**config.mk**
```make
export PLATFORM = sky130hd
export DESIGN_NAME = block_controller
export DESIGN_NICKNAME = d
export VERILOG_FILES = /design/src/rtl/block_controller.sv
export SDC_FILE = /design/constraint.sdc
export NUM_CORES = 1
export LEC_CHECK = 0
export BUFFER_PORTS_ARGS = -buffer_cell sky130_fd_sc_hd__buf_2
export CORE_MARGIN = 1
export CORE_UTILIZATION = 60
export CTS_BUF_LIST = sky130_fd_sc_hd__clkbuf_4
export DETAILED_ROUTE_END_ITERATION = 8
export HOLD_SLACK_MARGIN = 0.05
export MAX_ROUTING_LAYER = met4
export PLACE_DENSITY = 0.84
export SYNTH_ARGS = -nofsm -noshare
export SYNTH_HDL_FRONTEND = slang
export SYNTH_SLANG_ARGS = --single-unit
```
**constraint.sdc**
```tcl
create_clock -name clk -period 3.2 [get_ports clk]
set_input_delay 0.32 -clock clk [delete_from_list [all_inputs] [get_ports clk]]
set_output_delay 0.32 -clock clk [all_outputs]
set_load 0.01 [all_outputs]
```
**src/rtl/block_controller.sv**
```systemverilog
// block_controller: dino-jump game FSM with block scroller, scoring and VGA pixel colour
module block_controller #(
    parameter int WIN_SCORE = 10
) (
    input  logic        clk,
    input  logic        rst,
    input  logic        bright,
    input  logic        up,
    input  logic [9:0]  hCount,
    input  logic [9:0]  vCount,
    output logic [11:0] rgb,
    output logic [15:0] score,
    output logic        q_I,
    output logic        q_Game,
    output logic        q_Done
);
    typedef enum logic [1:0] {I, GAME, DONE} state_t;
    state_t      state, state_n;
    logic [9:0]  bx, bx_n;
    logic [6:0]  dy, dy_n;
    logic        airborne, airborne_n;
    logic [4:0]  phase, phase_n;
    logic [15:0] score_n;
    logic        collision, dino_on, block_on, ground_on;
    assign collision = (bx <= 10'd231) && (bx + 10'd15 >= 10'd200) && (dy < 7'd32);
    assign q_I    = state == I;
    assign q_Game = state == GAME;
    assign q_Done = state == DONE;
    // state and position registers, cleared asynchronously to the idle start position
    always_ff @(posedge clk or posedge rst) begin
        if (rst) begin
            state    <= I;
            score    <= '0;
            bx       <= 10'd780;
            dy       <= '0;
            airborne <= 1'b0;
            phase    <= '0;
        end else begin
            state    <= state_n;
            score    <= score_n;
            bx       <= bx_n;
            dy       <= dy_n;
            airborne <= airborne_n;
            phase    <= phase_n;
        end
    end
    // next state: restart from idle/done, otherwise scroll, score and jump unless colliding
    always_comb begin
        state_n    = state;
        score_n    = score;
        bx_n       = bx;
        dy_n       = dy;
        airborne_n = airborne;
        phase_n    = phase;
        case (state)
            I, DONE: begin
                if (up) begin
                    state_n    = GAME;
                    score_n    = '0;
                    bx_n       = 10'd780;
                    dy_n       = '0;
                    airborne_n = 1'b0;
                    phase_n    = '0;
                end
            end
            GAME: begin
                if (collision) begin
                    state_n = DONE;
                end else begin
                    if (bx <= 10'd143) begin
                        bx_n    = 10'd780;
                        score_n = score + 16'd1;
                        if (score + 16'd1 == 16'(WIN_SCORE)) state_n = DONE;
                    end else begin
                        bx_n = bx - 10'd4;
                    end
                    if (airborne) begin
                        dy_n    = phase[4] ? dy - 7'd4 : dy + 7'd4;
                        phase_n = phase + 5'd1;
                        if (phase == 5'd31) airborne_n = 1'b0;
                    end else if (up) begin
                        airborne_n = 1'b1;
                        phase_n    = '0;
                    end
                end
            end
            default: state_n = I;
        endcase
    end
    // pixel colour: dino over block over ground over white sky, black outside visible area
    always_comb begin
        dino_on   = (hCount >= 10'd200) && (hCount <= 10'd231) &&
                    (vCount >= 10'd368 - {3'b0, dy}) && (vCount <= 10'd399 - {3'b0, dy});
        block_on  = (hCount >= bx) && (hCount <= bx + 10'd15) &&
                    (vCount >= 10'd368) && (vCount <= 10'd399);
        ground_on = (vCount >= 10'd400) && (vCount <= 10'd403);
        rgb = !bright  ? 12'h000 :
              dino_on  ? (q_Done ? 12'hF00 : 12'h0A0) :
              block_on ? 12'h000 :
              ground_on ? 12'h888 : 12'hFFF;
    end
endmodule

```
==> results of run 1 <==
[layout make-up]
cell class	instances	area, sq um	share of cell area (%)
clock buffer	5	37.5	0.924
tap	72	90.1	2.22
clock inverter	3	65.1	1.60
sequential	37	936	23.0
multi-input combinational	337	2440	60.1
timing repair buffer	73	413	10.2
inverter	21	78.8	1.94
[cells by family (layout without fill, tap and decap cells)]
group                    Yosys count  in the layout  share of synthesized area (%)
adder cells (fa/ha/maj)           44             44                           16.0
AO/OA/AOI/OAI                    102            102                           20.4
AND/OR/NAND/NOR                  167            167                           25.0
XOR/XNOR                          21             21                           5.26
buffers and inverters             45            102                           5.87
flip-flops                        37             37                           26.6
multiplexers                       3              3                          0.894
[layer usage]
metal  GRT usage, %  vias up
li1               -     1673
met3           3.60       26
met1           35.7     1697
met4           13.7        0
met5              -        -
met2           54.3      162
[registers in the layout (all words and copies together) (netlist names)]
register	cells
airborne	1
score	16
state	2
phase	5
dy	5
bx	8
[worst max-delay path by stage]
stage	endpoint	slack, ps	cells after the start
floorplan	rgb[10]	130	12
global placement	rgb[8]	170	13
detailed placement	rgb[8]	40	12
CTS	rgb[8]	-100	12
global route	rgb[10]	-260	12
finish	rgb[8]	-190	12
[power breakdown]
part / total [W] / switching (W) / internal, W
Clock: 0.000412 / 0.000170 / 0.000242
Sequential: 0.000970 / 0.000297 / 0.000672
Combinational: 0.00228 / 0.00132 / 0.000968
Total: 0.00367 / 0.00178 / 0.00188
[Yosys cell counts (all sizes together) (5+ instances only)]
cell / instances
a21o: 7
nor3: 5
nand2: 45
nand3: 23
dfrtp: 33
nor2: 27
nand4: 15
inv: 20
nor2b: 5
or3: 5
a21oi: 19
buf: 10
nand2b: 9
ha: 43
xnor2: 15
and3: 9
o21ai: 28
nor4: 7
clkbuf: 14
xor2: 6
o211ai: 7
a32oi: 7
[through the flow]
step / setup WS, ps / std cells / hold slack, ps
2_1_floorplan: 127 / 419 / 437
6_report: -186 / 548 / 112
3_3_place_gp: 170 / 533 / 461
5_1_grt: -259 / 548 / 187
3_5_place_dp: 45.0 / 533 / 476
4_1_cts: -102 / 546 / 127
[placed cells by master, fill, tap and decap left out, types with 7 or more instances in the layout]
cell type,count
nand3_1,22
ha_1,42
nor4_1,7
o21ai_0,24
buf_4,19
a21o_1,7
a21oi_1,17
nand2_1,44
nor2_1,26
dfrtp_1,29
inv_1,18
xnor2_1,14
buf_2,54
nand4_1,15
and3_1,9
nand2b_1,8
[what timing repair did]
item                       4_1_cts  5_1_grt
gates resized for setup         10       14
pin swaps                        2       10
buffers inserted                 5        2
cloned                           0        0
setup endpoints to repair       12       12
==> metrics.yaml, run 1 <==
floorplan:
  fp.dieArea_sq_um: 6140
  core_sq_um: 5570
  rows: 27
  die_x_microns: 78.3
  dieHeight_microns: 78.3
  io_pins: 55
  initial_core_util_pct: 62.7
finish:
  drive_gt1_share_pct: 24.2
  syn2layout_area_growth_pct: 16.2
  n_antenna_cell: 0
  nNetsFinal: 543
  utilization_pct: 72.9
  nFillCells: 433
  final_area_sq_um: 4060
setup_path:
  worstSetupPathType: "reg2out"
  path_buf_inv: 1
  r2r-end: "dy[3]"
  crit_path_start: "bx[2]"
  crit_slowest_cell: "dfstp_2"
  path_cells: "nor2_2 > or3_4 > xnor2_2 > ha_1 > a21oi_2 > o21a_1 > nand2b_1 > o21ai_2 > a41oi_2 > o211a_1 > a21o_1 > buf_2"
  critical_path.top_delay_family: "compound AO/OA/AOI/OAI gates"
  required_ps: 2880
  worstPathMaxFanout: 5
  r2r_start: "bx[2]"
  crit_path_max_incr_delay_ps: 600
  rr_worst_depth: 10
  cp.arrival_ps: 3070
  regToRegSetupSlack_ps: 400
  cp-end-kind: "output port"
  startpoint_type: "register"
status:
  violations: "setup timing"
  status: "finished, violations left"
sta:
  fin_skew_ps: 5.84
  finalSetupViolCount: 11
  max_slew.worst_pin.slew_ps: 836
  fin_crit_ps: 3390
  max_freq_ghz: 0.295
  worst_slack_ps: -186
  period_share_pct: 106
  hold_viol_final: 0
  rsz0062_at_grt: "true"
  maxSlewHeadroom_pct: 44.2
  setup_tns_ps: -1530
  slew_viol_final: 0
logic_synthesis:
  ys_ff_latch: 37
  syn_area_sq_um: 3500
  synth-edff-count: 0
  ys_types: 63
  synth-async-reset-ratio_pct: 100
  synthCells: 419
  syn_nets: 487
  netlist.area_leader.share_pct: 23.6
  synth_warnings: 0
  synth.largest_area_cell: "dfrtp_1"
  synthTopCellsByArea: "dfrtp_1, ha_1, nand2_1, xnor2_1, o21ai_0"
  ys.flop_type: "dfrtp_1"
  ys_seq_area_share_pct: 26.6
  syn_avg_cell_area_sq_um: 8.35
power:
  leakagePower_nw: 1.91
  cellPowerDensity_nw_per_um2: 902
  vdd.ir_drop.worst_mv: 0.569
  totalPowerFinal_w: 0.00367
grt:
  grt_max_degree: 22
  grt_pass1_vias: 3312
  grt_usage_pct: 31.0
  grt_pass1_wl_microns: 14700
  antenna_found_initial: 0
  grt_overflow: 0
flow_run:
  drv_cap: 0
routing:
  dr_wl_met3_microns: 514
  num_vias: 3558
  finalWirelength_microns: 9090
  ant_nets: 0
  top_layer: "met4"
  first_pass_iters: 5
  routed-wl-met2_microns: 4550
  avgViaCountPerCell: 6.49
  drc_errors: 0
  drt-initial-drc-count: 168
  wl_per_cell_microns: 16.6
  met1_length_microns: 3780
placement:
  io_buffers: 54
  gp_congestion: 0.901
  dp_hpwl_microns: 6560
  place_area_sq_um: 3820
clock_tree:
  cts_made_buffers: 5
  numClockSinks: 37
  clock_tree.buffer_depth: 2
  postCtsHoldBufs: 0
  cts_tree: "yes"
  clk_latency_ps: 360
  clkTransAtPathRegs_ps: 120
  cts_max_level: 2
  root_buffer: "clkbuf_4"
hold_path:
  min_path_type: "in2async"
(Power assumes the default switching activity.)
==> run 2: changes to the inputs <==
--- a/config.mk
+++ b/config.mk
@@ -13,6 +13,7 @@
 export HOLD_SLACK_MARGIN = 0.05
 export MAX_ROUTING_LAYER = met4
 export PLACE_DENSITY = 0.84
+export RECOVER_POWER = 50
 export SYNTH_ARGS = -nofsm -noshare
 export SYNTH_HDL_FRONTEND = slang
 export SYNTH_SLANG_ARGS = --single-unit
==> run 2 against run 1 <==
  * Critical endpoint unchanged
  * Critical path type unchanged
  * Design area shrank 0.37%
  * Power shrank 0.25%
  * Clock skew grew 5.2 ps
  * Critical path depth is the same
  * Utilization shrank 0.27 points
  * Worst hold slack lost 1.4 ps
  * Sequential power is essentially flat
  * Largest cell class unchanged
  * Sequential share of layout area grew 0.085 points
  * The run still ends with setup timing left
==> metrics.yaml, run 2 (synthesis gave the netlist of run 1 again) <==
finish:
  drive_gt1_share_pct: 22.1
  nNetsFinal: 543
  layout.cells.non_filler: 548
  reg_top3: "score: 16 flops, bx: 8 flops"
  nFillCells: 441
  n_antenna_cell: 0
  largest_register_ffs: 16
  syn2layout_area_growth_pct: 15.7
  top_register: "score"
  final_cell_mix: "buf_2, nand2_1, ha_1"
  final_common_cell: "buf_2"
  final_area_sq_um: 4050
sta:
  setup_tns_ps: -1580
  rsz0062_at_grt: "true"
  fin_skew_ps: 11.0
  fin_crit_ps: 3390
  slew_viol_final: 0
  max_freq_ghz: 0.295
  finalSetupViolCount: 11
  period_share_pct: 106
  maxSlewHeadroom_pct: 36.6
  hold_viol_final: 0
  max_slew.worst_pin.slew_ps: 951
  worst_slack_ps: -190
grt:
  grt_overflow: 0
  grt_pass1_vias: 3312
  antenna_found_initial: 0
  grt_usage_pct: 31.0
  grt_pass1_wl_microns: 14700
  grt_max_degree: 22
power:
  pwr-share-comb_pct: 62.2
  p_seq_share_pct: 26.5
  switching_power_w: 0.00179
  vdd.ir_drop.worst_mv: 0.562
  pwr-share-clk_pct: 11.3
  p_int_w: 0.00187
  totalPowerFinal_w: 0.00366
  swShare_pct: 48.8
  leakagePower_nw: 1.88
  cellPowerDensity_nw_per_um2: 903
routing:
  finalWirelength_microns: 9080
  drc_errors: 0
  ant_nets: 0
  wl_per_cell_microns: 16.6
  first_pass_iters: 5
  avgViaCountPerCell: 6.47
  drt-initial-drc-count: 156
  num_vias: 3546
status:
  status: "finished, violations left"
  violations: "setup timing"
clock_tree:
  clk_latency_ps: 360
  numClockSinks: 37
  root_buffer: "clkbuf_4"
  clkTransAtPathRegs_ps: 130
  cts_tree: "yes"
  clock_tree.buffer_depth: 2
  cts_max_level: 2
  cts_made_buffers: 5
floorplan:
  rows: 27
  initial_core_util_pct: 62.7
  io_pins: 55
  dieHeight_microns: 78.3
  core_sq_um: 5570
  die_x_microns: 78.3
  fp.dieArea_sq_um: 6140
hold_path:
  min_path_type: "in2async"
placement:
  place_ws_ps: 45.0
  dp_hpwl_microns: 6560
  place_area_sq_um: 3820
  place_inst: 533
  io_buffers: 54
  gp_congestion: 0.901
setup_path:
  startpoint_type: "register"
  worstSetupPathType: "reg2out"
  required_ps: 2880
  cp-end-kind: "output port"
  worstPathMaxFanout: 5
  cp.arrival_ps: 3070
flow_run:
  drv_cap: 0
run 2: cell types whose count changed in the layout (fill, tap and decap cells not counted):
cell / before / now
buf_4: 19 / 18
buf_2: 54 / 45
clkbuf_1: 0 / 10
run 2: final cells by class:
cell class                      instances  area, sq um  share of cell area [%]
Multi-Input combinational cell        337         2440                    60.3
Sequential cell                        37          936                    23.1
Timing Repair Buffer                   73          398                    9.83
Tap cell                               72         90.1                    2.23
Inverter                               21         78.8                    1.95
Clock inverter                          3         65.1                    1.61
Clock buffer                            5         37.5                   0.927
run 2: power groups by stage:
stage / Combinational, W / Sequential [W] / Clock, W
after floorplan: 0.00158 / 0.000887 / 0
after global placement: 0.00202 / 0.000942 / 0
after detailed placement: 0.00212 / 0.000956 / 0
after CTS: 0.00220 / 0.000948 / 0.000417
after global routing: 0.00253 / 0.00100 / 0.000433
final: 0.00228 / 0.000968 / 0.000413
run 2: through the flow:
step	utilization (%)	hold slack, ps
after floorplan	-	437
after global placement	68.6	461
after detailed placement	68.6	476
after CTS	71.6	127
after global routing	72.6	185
final	72.6	110
run 2: worst max-delay path, cell delays in order, from the launching register on:
cell and delay (ps):
dfstp_2 600, nor2_2 60, or3_4 340, xnor2_2 140, ha_1 330, a21oi_2 150
o21a_1 160, nand2b_1 80, o21ai_2 180, a41oi_2 150, o211a_1 200, a21o_1 180
buf_2 140
run 2: final timing paths:
check	startpoint	end	slack (ps)	depth (start not counted)
min	rst	score[6]	110	2
max in group asynchronous	rst	dy[4]	1690	3
min reg2reg	phase[3]	phase[3]	490	1
max reg2reg	bx[2]	dy[3]	390	10
max	bx[2]	rgb[8]	-190	12
min in group clk	up	state[1]	330	3
run 2: metal layers:
layer,wire [microns],vias up,global-route usage (%)
li1,-,1676,-
met5,0,-,-
met4,230,0,13.7
met2,4520,164,54.3
met1,3760,1681,35.7
met3,561,25,3.60
run 2: timing repair:
action / CTS / global route
pin swaps: 2 / 10
gates resized for setup: 10 / 14
hold buffers: 0 / 0
setup endpoints to repair: 12 / 12
buffers inserted: 5 / 2
